**src/rtl/turf_udp_port_demux.sv**
```systemverilog
// UDP destination-port demultiplexer.
// Accepts one UDP header at a time, looks up its destination port in PORT_LIST,
// forwards the header and payload to the matching channel, or silently consumes
// the payload and counts a drop when no channel claims the port.
module turf_udp_port_demux #(
    parameter int                          NUM_PORTS      = 4,
    parameter int                          DATA_WIDTH     = 64,
    parameter logic [NUM_PORTS*16-1:0]     PORT_LIST      = {16'd21618, 16'd21603, 16'd21606, 16'd21605},
    parameter int                          DROP_CNT_WIDTH = 16
) (
    input  logic                               clk,
    input  logic                               rst_n,

    input  logic [63:0]                        s_udphdr_tdata,
    input  logic [15:0]                        s_udphdr_tdest,
    input  logic                               s_udphdr_tvalid,
    output logic                               s_udphdr_tready,

    input  logic [DATA_WIDTH-1:0]              s_udpdata_tdata,
    input  logic [DATA_WIDTH/8-1:0]            s_udpdata_tkeep,
    input  logic                               s_udpdata_tlast,
    input  logic                               s_udpdata_tvalid,
    output logic                               s_udpdata_tready,

    output logic [NUM_PORTS*64-1:0]            m_udphdr_tdata,
    output logic [NUM_PORTS-1:0]               m_udphdr_tvalid,
    input  logic [NUM_PORTS-1:0]               m_udphdr_tready,

    output logic [NUM_PORTS*DATA_WIDTH-1:0]    m_udpdata_tdata,
    output logic [NUM_PORTS*DATA_WIDTH/8-1:0]  m_udpdata_tkeep,
    output logic [NUM_PORTS-1:0]               m_udpdata_tlast,
    output logic [NUM_PORTS-1:0]               m_udpdata_tvalid,
    input  logic [NUM_PORTS-1:0]               m_udpdata_tready,

    output logic [DROP_CNT_WIDTH-1:0]          drop_count,
    output logic                               drop_pulse
);

    localparam int KEEP_W = DATA_WIDTH / 8;
    localparam int SEL_W  = (NUM_PORTS > 1) ? $clog2(NUM_PORTS) : 1;

    localparam logic [1:0] S_IDLE = 2'd0;
    localparam logic [1:0] S_HDR  = 2'd1;
    localparam logic [1:0] S_DATA = 2'd2;
    localparam logic [1:0] S_DROP = 2'd3;

    logic [1:0]       state;
    logic [SEL_W-1:0] sel;
    logic [63:0]      hdr_q;
    logic             match;
    logic [SEL_W-1:0] match_idx;
    logic             hdr_fire;
    logic             dat_fire;

    // Port lookup: scan downward so the lowest matching index is the one left standing.
    always_comb begin
        match     = 1'b0;
        match_idx = '0;
        for (int i = NUM_PORTS - 1; i >= 0; i--) begin
            if (PORT_LIST[16*i +: 16] == s_udphdr_tdest) begin
                match     = 1'b1;
                match_idx = SEL_W'(i);
            end
        end
    end

    // Readies are gated by rst_n so nothing handshakes while reset is held.
    assign s_udphdr_tready  = rst_n && (state == S_IDLE);
    assign s_udpdata_tready = rst_n && (((state == S_DATA) && m_udpdata_tready[sel]) ||
                                        (state == S_DROP));

    assign hdr_fire = s_udphdr_tvalid && s_udphdr_tready;
    assign dat_fire = s_udpdata_tvalid && s_udpdata_tready;

    // Datagram FSM, header latch and drop accounting.
    always_ff @(posedge clk) begin
        if (!rst_n) begin
            state      <= S_IDLE;
            sel        <= '0;
            hdr_q      <= '0;
            drop_count <= '0;
            drop_pulse <= 1'b0;
        end else begin
            drop_pulse <= 1'b0;
            case (state)
                S_IDLE: begin
                    if (hdr_fire) begin
                        hdr_q <= s_udphdr_tdata;
                        if (match) begin
                            sel   <= match_idx;
                            state <= S_HDR;
                        end else begin
                            state      <= S_DROP;
                            drop_pulse <= 1'b1;
                            if (drop_count != '1)
                                drop_count <= drop_count + DROP_CNT_WIDTH'(1);
                        end
                    end
                end
                S_HDR: begin
                    if (m_udphdr_tready[sel])
                        state <= S_DATA;
                end
                S_DATA, S_DROP: begin
                    if (dat_fire && s_udpdata_tlast)
                        state <= S_IDLE;
                end
                default: state <= S_IDLE;
            endcase
        end
    end

    // Per-channel outputs: data fields broadcast, valids only on the selected channel.
    for (genvar i = 0; i < NUM_PORTS; i++) begin : g_ch
        assign m_udphdr_tdata[64*i +: 64]                 = hdr_q;
        assign m_udphdr_tvalid[i]                         = rst_n && (state == S_HDR) &&
                                                            (sel == SEL_W'(i));
        assign m_udpdata_tdata[DATA_WIDTH*i +: DATA_WIDTH] = s_udpdata_tdata;
        assign m_udpdata_tkeep[KEEP_W*i +: KEEP_W]         = s_udpdata_tkeep;
        assign m_udpdata_tlast[i]                         = s_udpdata_tlast;
        assign m_udpdata_tvalid[i]                        = rst_n && (state == S_DATA) &&
                                                            (sel == SEL_W'(i)) && s_udpdata_tvalid;
    end

endmodule

```
**config.mk**
```make
export PLATFORM = sky130hd
export DESIGN_NAME = turf_udp_port_demux
export DESIGN_NICKNAME = d
export VERILOG_FILES = /design/src/rtl/turf_udp_port_demux.sv
export SDC_FILE = /design/constraint.sdc
export NUM_CORES = 1
export LEC_CHECK = 0
export CAP_MARGIN = 20
export CELL_PAD_IN_SITES_DETAIL_PLACEMENT = 1
export CELL_PAD_IN_SITES_GLOBAL_PLACEMENT = 1
export CORE_AREA = 5 5 282 284
export CTS_CLUSTER_DIAMETER = 80
export CTS_CLUSTER_SIZE = 10
export DETAILED_ROUTE_END_ITERATION = 8
export DIE_AREA = 0 0 287 289
export PLACE_DENSITY = 0.55
export RECOVER_POWER = 25
export SYNTH_ARGS = -nofsm -noshare
export SYNTH_HDL_FRONTEND = slang
export SYNTH_SLANG_ARGS = --single-unit
```
**constraint.sdc**
```tcl
create_clock -name clk -period 1.95 [get_ports clk]
set_input_delay 0.2925 -clock clk [delete_from_list [all_inputs] [get_ports clk]]
set_output_delay 0.2925 -clock clk [all_outputs]
set_load 0.005 [all_outputs]
```
==> insert_results.sql <==
INSERT INTO impl_metrics (metric_group, metric, value, unit) VALUES
('run_status', 'outcome', 'complete, but fails checks', ''),
('run_status', 'failed_checks', 'negative setup slack', ''),
('clocking', 'clk_transition_reported_paths', '0.07', 'ns'),
('grt', 'first_pass_grt_wire_length', '40000', 'um'),
('timing', 'setup_viol_count_final', '3', ''),
('clocking', 'clock_path_buffers', '2', ''),
('power', 'p_leak', '3.24', 'nW'),
('final_layout', 'seq_area', '1710', 'um^2'),
('synthesis', 'syn_avg_cell_area', '7.72', 'um^2'),
('synthesis', 'async_reset_ff_share', '0', '%'),
('timing', 'timing.max_slew.rel_slack', '52.2', '%'),
('min_path', 'min-delay-path-class', 'input pin to flip-flop', ''),
('timing', 'clock-skew-final', '0.00984', 'ns'),
('final_layout', 'multi_input_comb_area', '1780', 'um^2'),
('synthesis', 'yosysTopAreaCell', 'buf_4', ''),
('floorplanning', 'placement_rows', '102', ''),
('timing', 'setup_ws', '-0.0539', 'ns'),
('floorplanning', 'die_w', '287', 'um'),
('grt', 'grt_max_degree', '66', ''),
('grt', 'grt_pass1_vias', '5134', ''),
('critical_path', 'reg2regPathDepth', '8', ''),
('floorplanning', 'die-area', '82900', 'um^2'),
('min_path', 'whs_endpoint', 'hdr_q[22]', ''),
('timing', 'timing_worst_slew_pin_value', '0.717', 'ns'),
('drt', 'vias_per_cell', '2.73', ''),
('clocking', 'numCtsBuffers', '9', ''),
('placement', 'port_buffer_count', '379', ''),
('critical_path', 'critPathArrivalTime', '2.30', 'ns'),
('timing', 'timing.final.crit_share', '103', '%'),
('final_layout', 'fill_cells', '9094', ''),
('final_layout', 'nets', '1006', ''),
('final_layout', 'area_growth_syn_to_layout', '30.8', '%'),
('synthesis', 'synth_enable_flop_cells', '0', ''),
('critical_path', 'timing.critical_path.required', '2.25', 'ns'),
('timing', 'max_freq', '0.499', 'GHz'),
('final_layout', 'post-route-util', '12.1', '%'),
('min_path', 'whs_path_depth', '4', ''),
('power', 'power_density', '599', 'nW/um^2'),
('power', 'max-vdd-ir-drop', '341', 'uV'),
('clocking', 'maximum_level_of_the_cts_h_tree', '3', ''),
('timing', 'fin_hold_ws', '0.375', 'ns'),
('critical_path', 'timing.setup.critical_path_class', 'flip-flop to flip-flop', ''),
('synthesis', 'yosysWarnings', '0', ''),
('synthesis', 'synth_seq_cells', '85', ''),
('clocking', 'worst_skew_pair.late_latency', '0.36', 'ns'),
('drt', 'post_route_antenna_net_violation_count', '0', ''),
('drt', 'routed_wirelength', '30800', 'um'),
('clocking', 'cts_tree', 'done', ''),
('floorplanning', 'floorplan.die.height', '289', 'um'),
('critical_path', 'endpoint_kind', 'flip-flop', ''),
('min_path', 'min-delay-start', 'rst_n', ''),
('critical_path', 'r2r_slack', '-0.05', 'ns'),
('critical_path', 'rr_startpoint', 'state[0]', ''),
('synthesis', 'yosysTopAreaCellShare', '51.2', '%'),
('timing', 'setup_repair_after_global_routing_missed_its_margin', 'true', ''),
('timing', 'hold_viol', '0', ''),
('synthesis', 'synth_cell_types', '47', ''),
('placement', 'gp_congestion', '0.769', ''),
('drt', 'drc', '0', ''),
('run', 'maxCapViolCount', '0', ''),
('final_layout', 'layout-drive-gt1-share', '12.9', '%'),
('synthesis', 'synthTopCellsByArea', 'buf_4, dfxtp_1, nand2_1', ''),
('drt', 'dr.first_iter.drc_count', '144', ''),
('grt', 'globalRouteTotalUtil', '6.61', '%'),
('synthesis', 'synth-seq-area-share', '24.0', '%'),
('synthesis', 'ys_dominant_reg_cell', 'dfxtp_1', ''),
('grt', 'grt_antenna_before_repair', '1', ''),
('critical_path', 'worstPathMaxFanout', '8', ''),
('critical_path', 'worstReg2RegEnd', 'drop_count[11]', ''),
('synthesis', 'synthesis.area', '7090', 'um^2'),
('drt', 'dr_total_vias', '5155', ''),
('clocking', 'numClockSinks', '85', ''),
('floorplanning', 'ios', '740', ''),
('placement', 'detailedPlacementHpwl', '25700', 'um'),
('floorplanning', 'floorplan.core_area', '76800', 'um^2'),
('critical_path', 'worst_setup_path_start_kind', 'flip-flop', ''),
('floorplanning', 'effective_utilization_at_floorplan', '9.23', '%'),
('synthesis', 'syn-num-nets', '1085', ''),
('synthesis', 'postSynthCellCount', '919', ''),
('grt', 'overflow', '0', ''),
('drt', 'drt-pass1-iter-count', '4', ''),
('timing', 'slew_violations', '0', ''),
('drt', 'post_drt_wl_per_cell', '16.3', 'um'),
('power', 'totalPowerFinal', '5.56', 'mW'),
('timing', 'fin_crit', '2.00', 'ns'),
('clocking', 'cts_root_buffer', 'clkbuf_16', '');
-- critical path, cell delays in order (launching register included) --
cell	delay (ns)
dfxtp_2	0.33
buf_6	0.12
nor3b_4	0.28
buf_4	0.16
and2_4	0.15
o21ai_4	0.08
buf_12	0.15
or4_4	0.51
a21oi_2	0.14
-- cell families (layout without fill, tap and decap cells) --
kind of cell | count (synthesis) | in the layout | share of synthesized area (%)
adders and majority gates | 1 | 1 | 0.176
DFF | 85 | 85 | 24.0
buffers and inverters | 519 | 445 | 53.2
other | 0 | 4 | 0
AOI/OAI and AO/OA | 29 | 29 | 2.84
xor gates and xnor gates | 4 | 4 | 0.494
muxes | 10 | 10 | 1.60
and+or+nand+nor | 271 | 271 | 17.7
-- metrics by stage --
stage / cell area [um^2] / setup TNS [ns] / setup slack [ns] / cells
after floorplan: 7090 / 0 / 0.171 / 919
after global placement: 8780 / -3.04 / -0.331 / 1863
after detailed placement: 8780 / -4.54 / -0.341 / 1863
after CTS: 9180 / -0.491 / -0.130 / 1882
after global routing: 9270 / -0.889 / -0.125 / 1885
final: 9280 / -0.0742 / -0.0539 / 1889
-- report_power, final --
part	switching [mW]	internal, mW	total, mW
registers	0.200	1.87	2.07
clock network	0.837	0.912	1.75
logic	0.609	1.13	1.74
-- layout by cell type, fill, tap and decap left out, types with 3 or more instances in the layout --
cell type          n
a21oi_1            5
a21oi_2            3
buf_12             4
buf_4             38
clkbuf_16         10
clkbuf_2           4
clkdlybuf4s50_1  367
clkinv_4           3
dfxtp_1           79
dfxtp_2            5
diode_2            4
dlygate4sd2_1      4
inv_1              5
mux2i_1            8
nand2_1          147
nand2b_1           5
nand3_1           70
nand4_1            3
nor2_1             8
nor4_2             3
nor4b_2            3
o21ai_0            4
o31ai_1            6
or4_1              3
-- routing by layer --
metal | track usage (%) | part of all wire (%) | up-vias
li1 | - | - | 2289
met1 | 6.47 | 33 | 2334
met2 | 11.7 | 49 | 462
met3 | 3.73 | 15 | 70
met4 | 2.41 | 3.0 | 0
met5 | 0 | 0 | -
-- final cells by class --
class                      instances  share of cell area, %
sequential                        85                   18.4
antenna                            4                  0.108
multi-input combinational        315                   19.1
inverter                           6                  0.270
clock inverter                     6                  0.512
tap                             1040                   14.0
clock buffer                      10                   2.58
timing repair buffer             423                   44.9
-- cell usage after synthesis (4+ instances only) --
cell,n
a21oi_1,8
buf_4,484
clkbuf_1,24
dfxtp_1,85
inv_1,5
mux2i_1,8
nand2_1,148
nand2b_1,5
nand3_1,70
nor2_1,9
nor3b_1,4
nor4_1,5
nor4b_1,4
o21ai_0,5
o31ai_1,7
or4_1,5
-- worst max path at each step --
stage / endpoint / startpoint
after floorplan: drop_count[2] / drop_count[0]
after global placement: s_udpdata_tready / m_udpdata_tready[3]
after detailed placement: s_udpdata_tready / m_udpdata_tready[3]
after CTS: s_udpdata_tready / sel[0]
after global routing: drop_count[11] / state[0]
final: drop_count[11] / state[0]
-- state kept, by name, summed over array words and instances, names as in the netlist --
name and flops:
drop_pulse 1, drop_count 16, hdr_q 64, state 2, sel 2
-- timing repair --
action	in CTS	in global routing
pin swaps	7	10
hold buffers	0	0
endpoints found under the setup margin	13	26
setup buffers	3	2
resized for setup	37	29
gates cloned	0	1
Note: power is estimated with default switching activity, not from simulation.
